File: config.mk
export PLATFORM = sky130hd
export DESIGN_NAME = mat_rd_arbiter_flat
export DESIGN_NICKNAME = d
export VERILOG_FILES = /design/src/rtl/calc_pkg.sv /design/src/rtl/mat_rd_arbiter_if.sv /design/src/rtl/mat_rd_arbiter_rr_pick.sv /design/src/rtl/mat_rd_arbiter.sv /design/src/flat_wrapper.sv
export SDC_FILE = /design/constraint.sdc
export NUM_CORES = 1
export LEC_CHECK = 0
export BUFFER_PORTS_ARGS = -buffer_cell sky130_fd_sc_hd__buf_4
export CELL_PAD_IN_SITES_DETAIL_PLACEMENT = 2
export CELL_PAD_IN_SITES_GLOBAL_PLACEMENT = 2
export CORE_ASPECT_RATIO = 0.5
export CORE_MARGIN = 2
export CORE_UTILIZATION = 27
export CTS_CLUSTER_SIZE = 12
export DETAILED_ROUTE_END_ITERATION = 10
export PLACE_DENSITY = 0.85
export SLEW_MARGIN = 20
export SYNTH_ARGS = -nofsm -noshare
export SYNTH_HDL_FRONTEND = slang
export SYNTH_SLANG_ARGS = --single-unit
File: constraint.sdc
create_clock -name clk -period 4.8 [get_ports clk]
set_input_delay 0.48 -clock clk [delete_from_list [all_inputs] [get_ports clk]]
set_output_delay 0.48 -clock clk [all_outputs]
set_load 0.1 [all_outputs]
File: src/rtl/calc_pkg.sv
// Shared constants for the matrix-calculator datapath: arbiter states,
// packed matrix address field widths and requester IDs.
package calc_pkg;

    localparam logic [0:0] ARB_FREE   = 1'b0;
    localparam logic [0:0] ARB_LOCKED = 1'b1;

    localparam int SLOT_W = 2;
    localparam int ROW_W  = 3;
    localparam int COL_W  = 3;

    localparam int REQ_CONV  = 0;
    localparam int REQ_MATOP = 1;
    localparam int REQ_DISP  = 2;

endpackage

File: src/rtl/mat_rd_arbiter_if.sv
// Requester-side and memory-side signals of the shared matrix read port.
// The arbiter takes the slave view; requesters plus memory take the master view.
interface mat_rd_arbiter_if
    import calc_pkg::*;
#(
    parameter int N_REQ = 3,
    parameter int DW    = 16,
    parameter int AW    = 8
) ();

    logic [N_REQ-1:0]    req;
    logic [N_REQ-1:0]    lock;
    logic [N_REQ*AW-1:0] req_addr;
    logic [N_REQ-1:0]    gnt;
    logic [N_REQ-1:0]    rsp_valid;
    logic [DW-1:0]       rsp_data;
    logic [SLOT_W-1:0]   mem_rd_slot;
    logic [ROW_W-1:0]    mem_rd_row;
    logic [COL_W-1:0]    mem_rd_col;
    logic [DW-1:0]       mem_rd_data;
    logic                lock_broken;

    modport slave (
        input  req, lock, req_addr, mem_rd_data,
        output gnt, rsp_valid, rsp_data, mem_rd_slot, mem_rd_row, mem_rd_col, lock_broken
    );

    modport master (
        output req, lock, req_addr, mem_rd_data,
        input  gnt, rsp_valid, rsp_data, mem_rd_slot, mem_rd_row, mem_rd_col, lock_broken
    );

endinterface

File: src/rtl/mat_rd_arbiter_rr_pick.sv
// Combinational round-robin priority encoder: first asserted request
// scanning from ptr upward, wrapping modulo N_REQ.
module rr_pick #(
    parameter  int N_REQ = 3,
    localparam int IW    = (N_REQ > 1) ? $clog2(N_REQ) : 1
) (
    input  logic [N_REQ-1:0] req,
    input  logic [IW-1:0]    ptr,
    output logic [N_REQ-1:0] winner,
    output logic [IW-1:0]    win_idx,
    output logic             any
);

    int cand;

    always_comb begin
        winner  = '0;
        win_idx = '0;
        any     = 1'b0;
        cand    = 0;
        for (int k = 0; k < N_REQ; k++) begin
            cand = (int'(ptr) + k) % N_REQ;
            if (!any && req[cand]) begin
                winner[cand] = 1'b1;
                win_idx      = IW'(cand);
                any          = 1'b1;
            end
        end
    end

endmodule

File: src/rtl/mat_rd_arbiter.sv
// Round-robin arbiter for the matrix memory read port with a bounded burst
// lock; read data returns one cycle after grant with a one-hot valid.
module mat_rd_arbiter
    import calc_pkg::*;
#(
    parameter int N_REQ    = 3,
    parameter int DW       = 16,
    parameter int AW       = 8,
    parameter int MAX_LOCK = 16
) (
    input logic             clk,
    input logic             rst_n,
    mat_rd_arbiter_if.slave bus
);

    localparam int IW    = (N_REQ > 1) ? $clog2(N_REQ) : 1;
    localparam int CNT_W = $clog2(MAX_LOCK + 1);

    logic [0:0]       state_q, state_d;
    logic [IW-1:0]    rr_ptr_q, rr_ptr_d;
    logic [IW-1:0]    owner_q, owner_d;
    logic [CNT_W-1:0] lock_cnt_q, lock_cnt_d;
    logic [N_REQ-1:0] rsp_valid_q;
    logic             lock_broken_q, lock_broken_d;

    logic [N_REQ-1:0] pick_onehot;
    logic [IW-1:0]    pick_idx;
    logic             pick_any;
    logic [N_REQ-1:0] gnt_c;
    logic [IW-1:0]    win_idx;
    logic [AW-1:0]    sel_addr;

    function automatic logic [IW-1:0] next_idx(input logic [IW-1:0] idx);
        if (int'(idx) >= N_REQ - 1) return '0;
        return idx + IW'(1);
    endfunction

    rr_pick #(.N_REQ(N_REQ)) u_pick (
        .req     (bus.req),
        .ptr     (rr_ptr_q),
        .winner  (pick_onehot),
        .win_idx (pick_idx),
        .any     (pick_any)
    );

    // While locked only the owner is eligible; any exit from the lock
    // (timeout, lock dropped, req dropped) returns to round-robin.
    always_comb begin
        state_d       = state_q;
        rr_ptr_d      = rr_ptr_q;
        owner_d       = owner_q;
        lock_cnt_d    = lock_cnt_q;
        lock_broken_d = 1'b0;
        gnt_c         = '0;
        win_idx       = '0;

        if (state_q == ARB_LOCKED) begin
            if (bus.req[owner_q]) begin
                gnt_c[owner_q] = 1'b1;
                win_idx        = owner_q;
                if (bus.lock[owner_q] && (lock_cnt_q < CNT_W'(MAX_LOCK - 1))) begin
                    lock_cnt_d = lock_cnt_q + CNT_W'(1);
                end else begin
                    state_d       = ARB_FREE;
                    rr_ptr_d      = next_idx(owner_q);
                    lock_cnt_d    = '0;
                    lock_broken_d = bus.lock[owner_q];
                end
            end else begin
                state_d    = ARB_FREE;
                lock_cnt_d = '0;
            end
        end else if (pick_any) begin
            gnt_c    = pick_onehot;
            win_idx  = pick_idx;
            rr_ptr_d = next_idx(pick_idx);
            if (bus.lock[pick_idx]) begin
                if (MAX_LOCK > 1) begin
                    state_d    = ARB_LOCKED;
                    owner_d    = pick_idx;
                    lock_cnt_d = CNT_W'(1);
                end else begin
                    lock_broken_d = 1'b1;
                end
            end
        end

        sel_addr = (|gnt_c) ? bus.req_addr[int'(win_idx)*AW +: AW] : '0;
    end

    always_ff @(posedge clk or negedge rst_n) begin
        if (!rst_n) begin
            state_q       <= ARB_FREE;
            rr_ptr_q      <= '0;
            owner_q       <= '0;
            lock_cnt_q    <= '0;
            rsp_valid_q   <= '0;
            lock_broken_q <= 1'b0;
        end else begin
            state_q       <= state_d;
            rr_ptr_q      <= rr_ptr_d;
            owner_q       <= owner_d;
            lock_cnt_q    <= lock_cnt_d;
            rsp_valid_q   <= gnt_c;
            lock_broken_q <= lock_broken_d;
        end
    end

    assign bus.gnt         = gnt_c;
    assign bus.rsp_valid   = rsp_valid_q;
    assign bus.rsp_data    = bus.mem_rd_data;
    assign bus.lock_broken = lock_broken_q;
    assign bus.mem_rd_slot = sel_addr[ROW_W+COL_W +: SLOT_W];
    assign bus.mem_rd_row  = sel_addr[COL_W +: ROW_W];
    assign bus.mem_rd_col  = sel_addr[0 +: COL_W];

endmodule

File: src/flat_wrapper.sv
// flat-port wrapper written by rule: the top's interface ports become plain ports
module mat_rd_arbiter_flat import calc_pkg::*;
#(
    parameter int N_REQ    = 3,
    parameter int DW       = 16,
    parameter int AW       = 8,
    parameter int MAX_LOCK = 16
)
  (clk, rst_n, bus_req, bus_lock, bus_req_addr, bus_mem_rd_data, bus_gnt, bus_rsp_valid, bus_rsp_data, bus_mem_rd_slot, bus_mem_rd_row, bus_mem_rd_col, bus_lock_broken);
  mat_rd_arbiter_if #(.N_REQ(N_REQ), .DW(DW), .AW(AW)) bus_i ();
  input logic clk;
  input logic rst_n;
  input wire logic [$bits(bus_i.req)-1:0] bus_req;
  input wire logic [$bits(bus_i.lock)-1:0] bus_lock;
  input wire logic [$bits(bus_i.req_addr)-1:0] bus_req_addr;
  input wire logic [$bits(bus_i.mem_rd_data)-1:0] bus_mem_rd_data;
  output wire logic [$bits(bus_i.gnt)-1:0] bus_gnt;
  output wire logic [$bits(bus_i.rsp_valid)-1:0] bus_rsp_valid;
  output wire logic [$bits(bus_i.rsp_data)-1:0] bus_rsp_data;
  output wire logic [$bits(bus_i.mem_rd_slot)-1:0] bus_mem_rd_slot;
  output wire logic [$bits(bus_i.mem_rd_row)-1:0] bus_mem_rd_row;
  output wire logic [$bits(bus_i.mem_rd_col)-1:0] bus_mem_rd_col;
  output wire logic [$bits(bus_i.lock_broken)-1:0] bus_lock_broken;
  assign bus_i.req = bus_req;
  assign bus_i.lock = bus_lock;
  assign bus_i.req_addr = bus_req_addr;
  assign bus_i.mem_rd_data = bus_mem_rd_data;
  assign bus_gnt = bus_i.gnt;
  assign bus_rsp_valid = bus_i.rsp_valid;
  assign bus_rsp_data = bus_i.rsp_data;
  assign bus_mem_rd_slot = bus_i.mem_rd_slot;
  assign bus_mem_rd_row = bus_i.mem_rd_row;
  assign bus_mem_rd_col = bus_i.mem_rd_col;
  assign bus_lock_broken = bus_i.lock_broken;
  mat_rd_arbiter #(.N_REQ(N_REQ), .DW(DW), .AW(AW), .MAX_LOCK(MAX_LOCK)) u_core (.clk(clk), .rst_n(rst_n), .bus(bus_i));
endmodule
Word-level counts from Yosys, hierarchy flattened

Index checks and enable logic that the tools add are counted.

Bits in registers: 14
Input bits: 48
Logic and storage cells: 114

Add/sub/neg operators: 5
Divide/modulo/power cells: 3
Order comparisons: 12
Eq/ne operators: 2
Shift operators: 1
Muxes and demuxes: 67
Bitwise gates (word level): 3
Reductions and logical operators: 15

Operators with widths:

| operator                                                           | count |
|---|---|
| greater-or-equal comparator 32 x 1 -> 1 bit, second input constant | 3 |
| < comparator 32 x 4 -> 1 bit, second input constant                | 3 |
| remainder unit 32 x 3 -> 32 bit, second input constant             | 2 |
| remainder unit 3 x 3 -> 32 bit, second input constant              | 1 |
| 2-to-1 mux 1 bit                                                   | 31 |
| 2-to-1 mux 2 bit                                                   | 14 |
| 2-to-1 mux 5 bit                                                   | 5 |
| indexed part select 24 x 6 -> 8 bit                                | 1 |
| 2-to-1 mux 3 bit                                                   | 6 |
| binary-select mux 1 bit (select 2 bit)                             | 6 |
| demux 1 bit (select 2 bit)                                         | 4 |
| 2-to-1 mux 8 bit                                                   | 1 |
| logical AND 1 bit                                                  | 7 |
| < comparator 2 x 3 -> 1 bit, second input constant                 | 2 |
| bitwise OR 3 bit                                                   | 2 |
| AND reduction 3 bit                                                | 2 |
| adder 5 x 1 -> 5 bit, second input constant                        | 1 |
| < comparator 5 x 4 -> 1 bit, second input constant                 | 1 |
| adder 2 x 1 -> 2 bit, second input constant                        | 2 |
| greater-or-equal comparator 2 bit, second input constant           | 2 |
| inequality test 2 bit, second input constant                       | 2 |
| nonzero test 2 bit                                                 | 2 |
| adder 2 x 1 -> 3 bit, second input constant                        | 1 |
| adder 2 x 2 -> 3 bit, second input constant                        | 1 |
| other kinds (5)                                                    | 6 |

Depth between registers and ports, before layout

Word-level depth: 18
Depth in mapped cells: 9
Mapped depth without buffers: 8

Hierarchy

A second synthesis with hierarchy kept.

Cells, all modules: 168
Area total of the unflattened synthesis: 1615.3 µm²

Modules (own cells, without submodules):

| module         | times used | cells each | area each (µm²) | sequential area each (µm²) |
|---|---|---|---|---|
| mat_rd_arbiter | 1          | 116        | 1233.7          | 350.3 |
| rr_pick        | 1          | 52         | 381.6           | 0.0 |

Least setup slack after synthesis

Ideal clock, no wire load.

Path type: register to output
Start point: register u_core.rr_ptr_q[0]
End point: output bus_gnt[2]
Data arrival time: 3.667 ns
Path slack: 0.653 ns
Cell stages (with the launch flop): 8
Buffers on the path: 0
Path through: dfrtp_1 -> inv_1 -> ha_1 -> mux2_2 -> a222oi_1 -> a21oi_2 -> inv_2 -> o21ai_0

Longest elaborated chain between the ends: 13

Ends and longest elaborated chain:

| item                                                                     | line                  | text |
|---|---|---|
| from (decl)                                                              | mat_rd_arbiter.sv:20  | `logic [IW-1:0] rr_ptr_q, rr_ptr_d;` |
| from (signal assigned)                                                   | mat_rd_arbiter.sv:101 | `rr_ptr_q <= rr_ptr_d;` |
| branches (longest 11 deep; another with remainder unit 32 x 3 -> 32 bit) | n/a                   |  |
| 2-to-1 mux 3 bit (*)                                                     | mat_rd_arbiter.sv:73  | `end else if (pick_any) begin` |
| 2-to-1 mux 3 bit (*)                                                     | mat_rd_arbiter.sv:57  | `if (state_q == ARB_LOCKED) begin` |
| to (decl)                                                                | flat_wrapper.sv:17    | `output wire logic [$bits(bus_i.gnt)-1:0] bus_gnt;` |

Every way passes the cells marked *. The select of a mux whose other input is x is not followed.

Final worst setup path

Start point: register u_core.rr_ptr_q[0]
End point: output bus_mem_rd_col[1]

Longest elaborated chain between the ends: 15

Ends and longest elaborated chain:

| item                                                                     | line                 | text |
|---|---|---|
| branches (longest 14 deep; another with remainder unit 32 x 3 -> 32 bit) | n/a                  |  |
| 2-to-1 mux 8 bit (*)                                                     | mat_rd_arbiter.sv:88 | `sel_addr = (\|gnt_c) ? bus.req_addr[int'(win_idx)*AW +: AW] : '0;` |
| to (decl)                                                                | flat_wrapper.sv:22   | `output wire logic [$bits(bus_i.mem_rd_col)-1:0] bus_mem_rd_col;` |

Marks and branches as above.

==> impl_metrics.toml <==
[clock_network]
cts_hold_buf = 0
cts_tree = "done"
htreeDepth = 1
clock_path_buffers = 2
clock-sinks = 14
cts_inserted_buffers = 3
root_buffer = "clkbuf_16"
clk_latency_ps = 250
path_clk_slew_ps = 50
cts_resized = 0
postCtsSetupBuffers = 0

[setup_path]
ff2ff_setup_slack_ps = 1820
critPathSlowestCell = "ha_1"
critical_path_class = "register to output port"
r2r_end = "u_core.owner_q[1]$_DFFE_PN0P_"
cp_max_fo = 14
r2r_cells = 8
crit_path_end_kind = "output port"
cp-start-kind = "register"
crit_start = "u_core.rr_ptr_q[0]$_DFFE_PN0P_"
endpoint = "bus_mem_rd_col[1]"
required_ps = 4320
timing.rr.start = "u_core.rr_ptr_q[0]$_DFFE_PN0P_"
cp_slowest_stage_delay_ps = 540
crit_arrival_ps = 3540
path_cells = "inv_1 > ha_1 > mux2_2 > a222oi_1 > a21oi_2 > a21boi_4 > mux2_1 > o211a_1 > buf_4"

[sta]
setup_tns_ps = 0
setup_viol = 0
worstMarginPinSlew_ps = 747
rsz0062_at_grt = "no"
fmax_mhz = 249
finalMaxSlewViolations = 0
hold_viol = 0
period_needed_ps = 4020
fin_worst_skew_ps = 3.97
relSlewSlack_pct = 49.5
finalCritPeriodShare_pct = 83.8

[placed_design]
dp_cells = 275
portBuffers = 46
place_congestion = 0.951
dpl.hpwl_mm = 4.14

[job]
maxCapViolCount = 0

[routing]
routed_wl_mm = 5.29
drtAntennaViolNets = 0
routed_via_density = 5.42
firstDrtPassIters = 4
wl_per_cell_um = 19.0
drt_iter0_markers = 52
drc_errors = 0
vias = 1512

[floorplan]
die-area_um2 = 6490
start_util_pct = 28.4
die_width_um = 112
ios = 79
die_height_um = 58.0
rows = 19
coreArea_um2 = 5540

[final_layout]
fin_nets = 260
final_cells = 279
fin_util_pct = 34.9
drive_above_1_share_pct = 30.6
fill_cells = 620
layout-area-overhead-vs-synth_pct = 22.8
diodes = 0

[grt]
globalRouteMet1Util_pct = 21.3
grt_use_met2_pct = 30.0
grt_use_total_pct = 16.7
busiest_layer = "met2"
grt_pass1_vias = 1668
use_met3_pct = 0.941
grt_max_degree = 19
antenna_found_initial = 0
grt-ovfl-total = 0
grt_pass1_wl_mm = 8.71

[min_path]
min-delay-path-class = "input port to async pin"

[logic_synthesis]
syn-instance-count = 180
ys_seq_elements = 14
netlist_area_um2 = 1570
yosysSeqAreaShare_pct = 22.3
synthFlopType = "dfrtp_1"
syn_area_per_cell_um2 = 8.74
netlist-cell-type-count = 55
syn-num-nets = 233
ys_async_sr_fraction_pct = 100
yosysWarnings = 0
synth-edff-count = 0

[run_status]
outcome = "finished, final reports clean"
worst max-delay path, delay by kind of cell, from the launching register on:
family / cells / cell delay, ps
AO/OA/AOI/OAI: 4 / 1240
multiplexers: 2 / 810
flip-flops: 1 / 380
adder cells (fa/ha/maj): 1 / 540
buffers and inverters: 2 / 310
cells in the mapped netlist (all sizes together) (6+ instances only):
cell type,number,area share (%)
o21ai,10,3.2
a21oi,8,2.8
or2,8,3.2
nand2,9,2.1
mux2i,6,3.8
mux2,14,10
dfrtp,14,22
o211a,8,5.1
buf,22,10
inv,8,1.9
cell type report:
cell class                 instances  area [um^2]  share of cell area, %
clock buffer                       4         88.8                   4.60
inverter                           8         30.0                   1.55
multi-input combinational        134         1030                   53.1
sequential                        14          350                   18.1
tap                               73         91.3                   4.73
timing repair buffer              46          345                   17.9
worst min path at each step:
stage / from / end / cells after the start
CTS: rst_n / u_core.lock_cnt_q[1]$_DFFE_PN0P_ / 1
finish: rst_n / u_core.lock_cnt_q[1]$_DFFE_PN0P_ / 1
global route: rst_n / u_core.lock_cnt_q[1]$_DFFE_PN0P_ / 1
detailed placement: rst_n / u_core.lock_cnt_q[1]$_DFFE_PN0P_ / 1
floorplan: rst_n / u_core.bus.lock_broken$_DFF_PN0_ / 0
global placement: rst_n / u_core.lock_cnt_q[1]$_DFFE_PN0P_ / 1
cells in the final DEF (no fill, tap or decap), types with 2 or more instances in the layout:
cell / Yosys / final
nand2b_1: 5 / 5
dfrtp_1: 14 / 14
a211oi_1: 2 / 2
and2_1: 2 / 2
a221o_1: 3 / 3
ha_1: 5 / 5
or2_2: 6 / 6
a21oi_1: 7 / 7
buf_4: 17 / 46
or2_1: 2 / 2
a21boi_1: 3 / 3
clkbuf_16: 0 / 3
mux2_2: 3 / 3
nor2b_1: 5 / 5
mux2i_1: 6 / 6
nand4_1: 2 / 2
a22oi_1: 2 / 2
a2bb2oi_1: 2 / 2
inv_1: 7 / 7
a22o_1: 3 / 3
nand3_1: 5 / 5
nand2_1: 9 / 9
nand3b_1: 3 / 3
o21ai_0: 6 / 6
nor2_1: 5 / 5
o211a_1: 8 / 8
mux2_1: 11 / 11
o21ai_1: 4 / 4
o211ai_1: 2 / 2
routing by layer:
layer	vias to the layer above	wire length, um
met3	14	118
li1	708	-
met1	775	2390
met4	0	96
met5	-	0
met2	15	2690
per-stage QoR:
step	instance area, um^2	worst slack (ps)	hold WS [ps]
floorplan	1570	653	184
global placement	1840	1180	338
detailed placement	1840	994	343
CTS	1930	742	79.7
global route	1930	576	83.3
finish	1930	779	77.6
state kept, by name (all words and copies together), names as in the netlist:
name                    cells
u_core.rr_ptr_q             2
u_core.state_q              1
u_core.lock_cnt_q           5
u_core.bus.lock_broken      1
u_core.owner_q              2
u_core.bus.rsp_valid        3
cell families after synthesis:
kind of cell             count (synthesis)  synth area share, %
adder cells (fa/ha/maj)                  5                 3.98
multiplexers                            20                 13.8
buffers and inverters                   32                 12.5
AND/OR/NAND/NOR                         50                 18.1
AO/OA/AOI/OAI                           59                 29.3
flip-flops                              14                 22.3
Power is not shown: default switching activity piles up to over one toggle a cycle in this logic, so the estimate is an artifact.
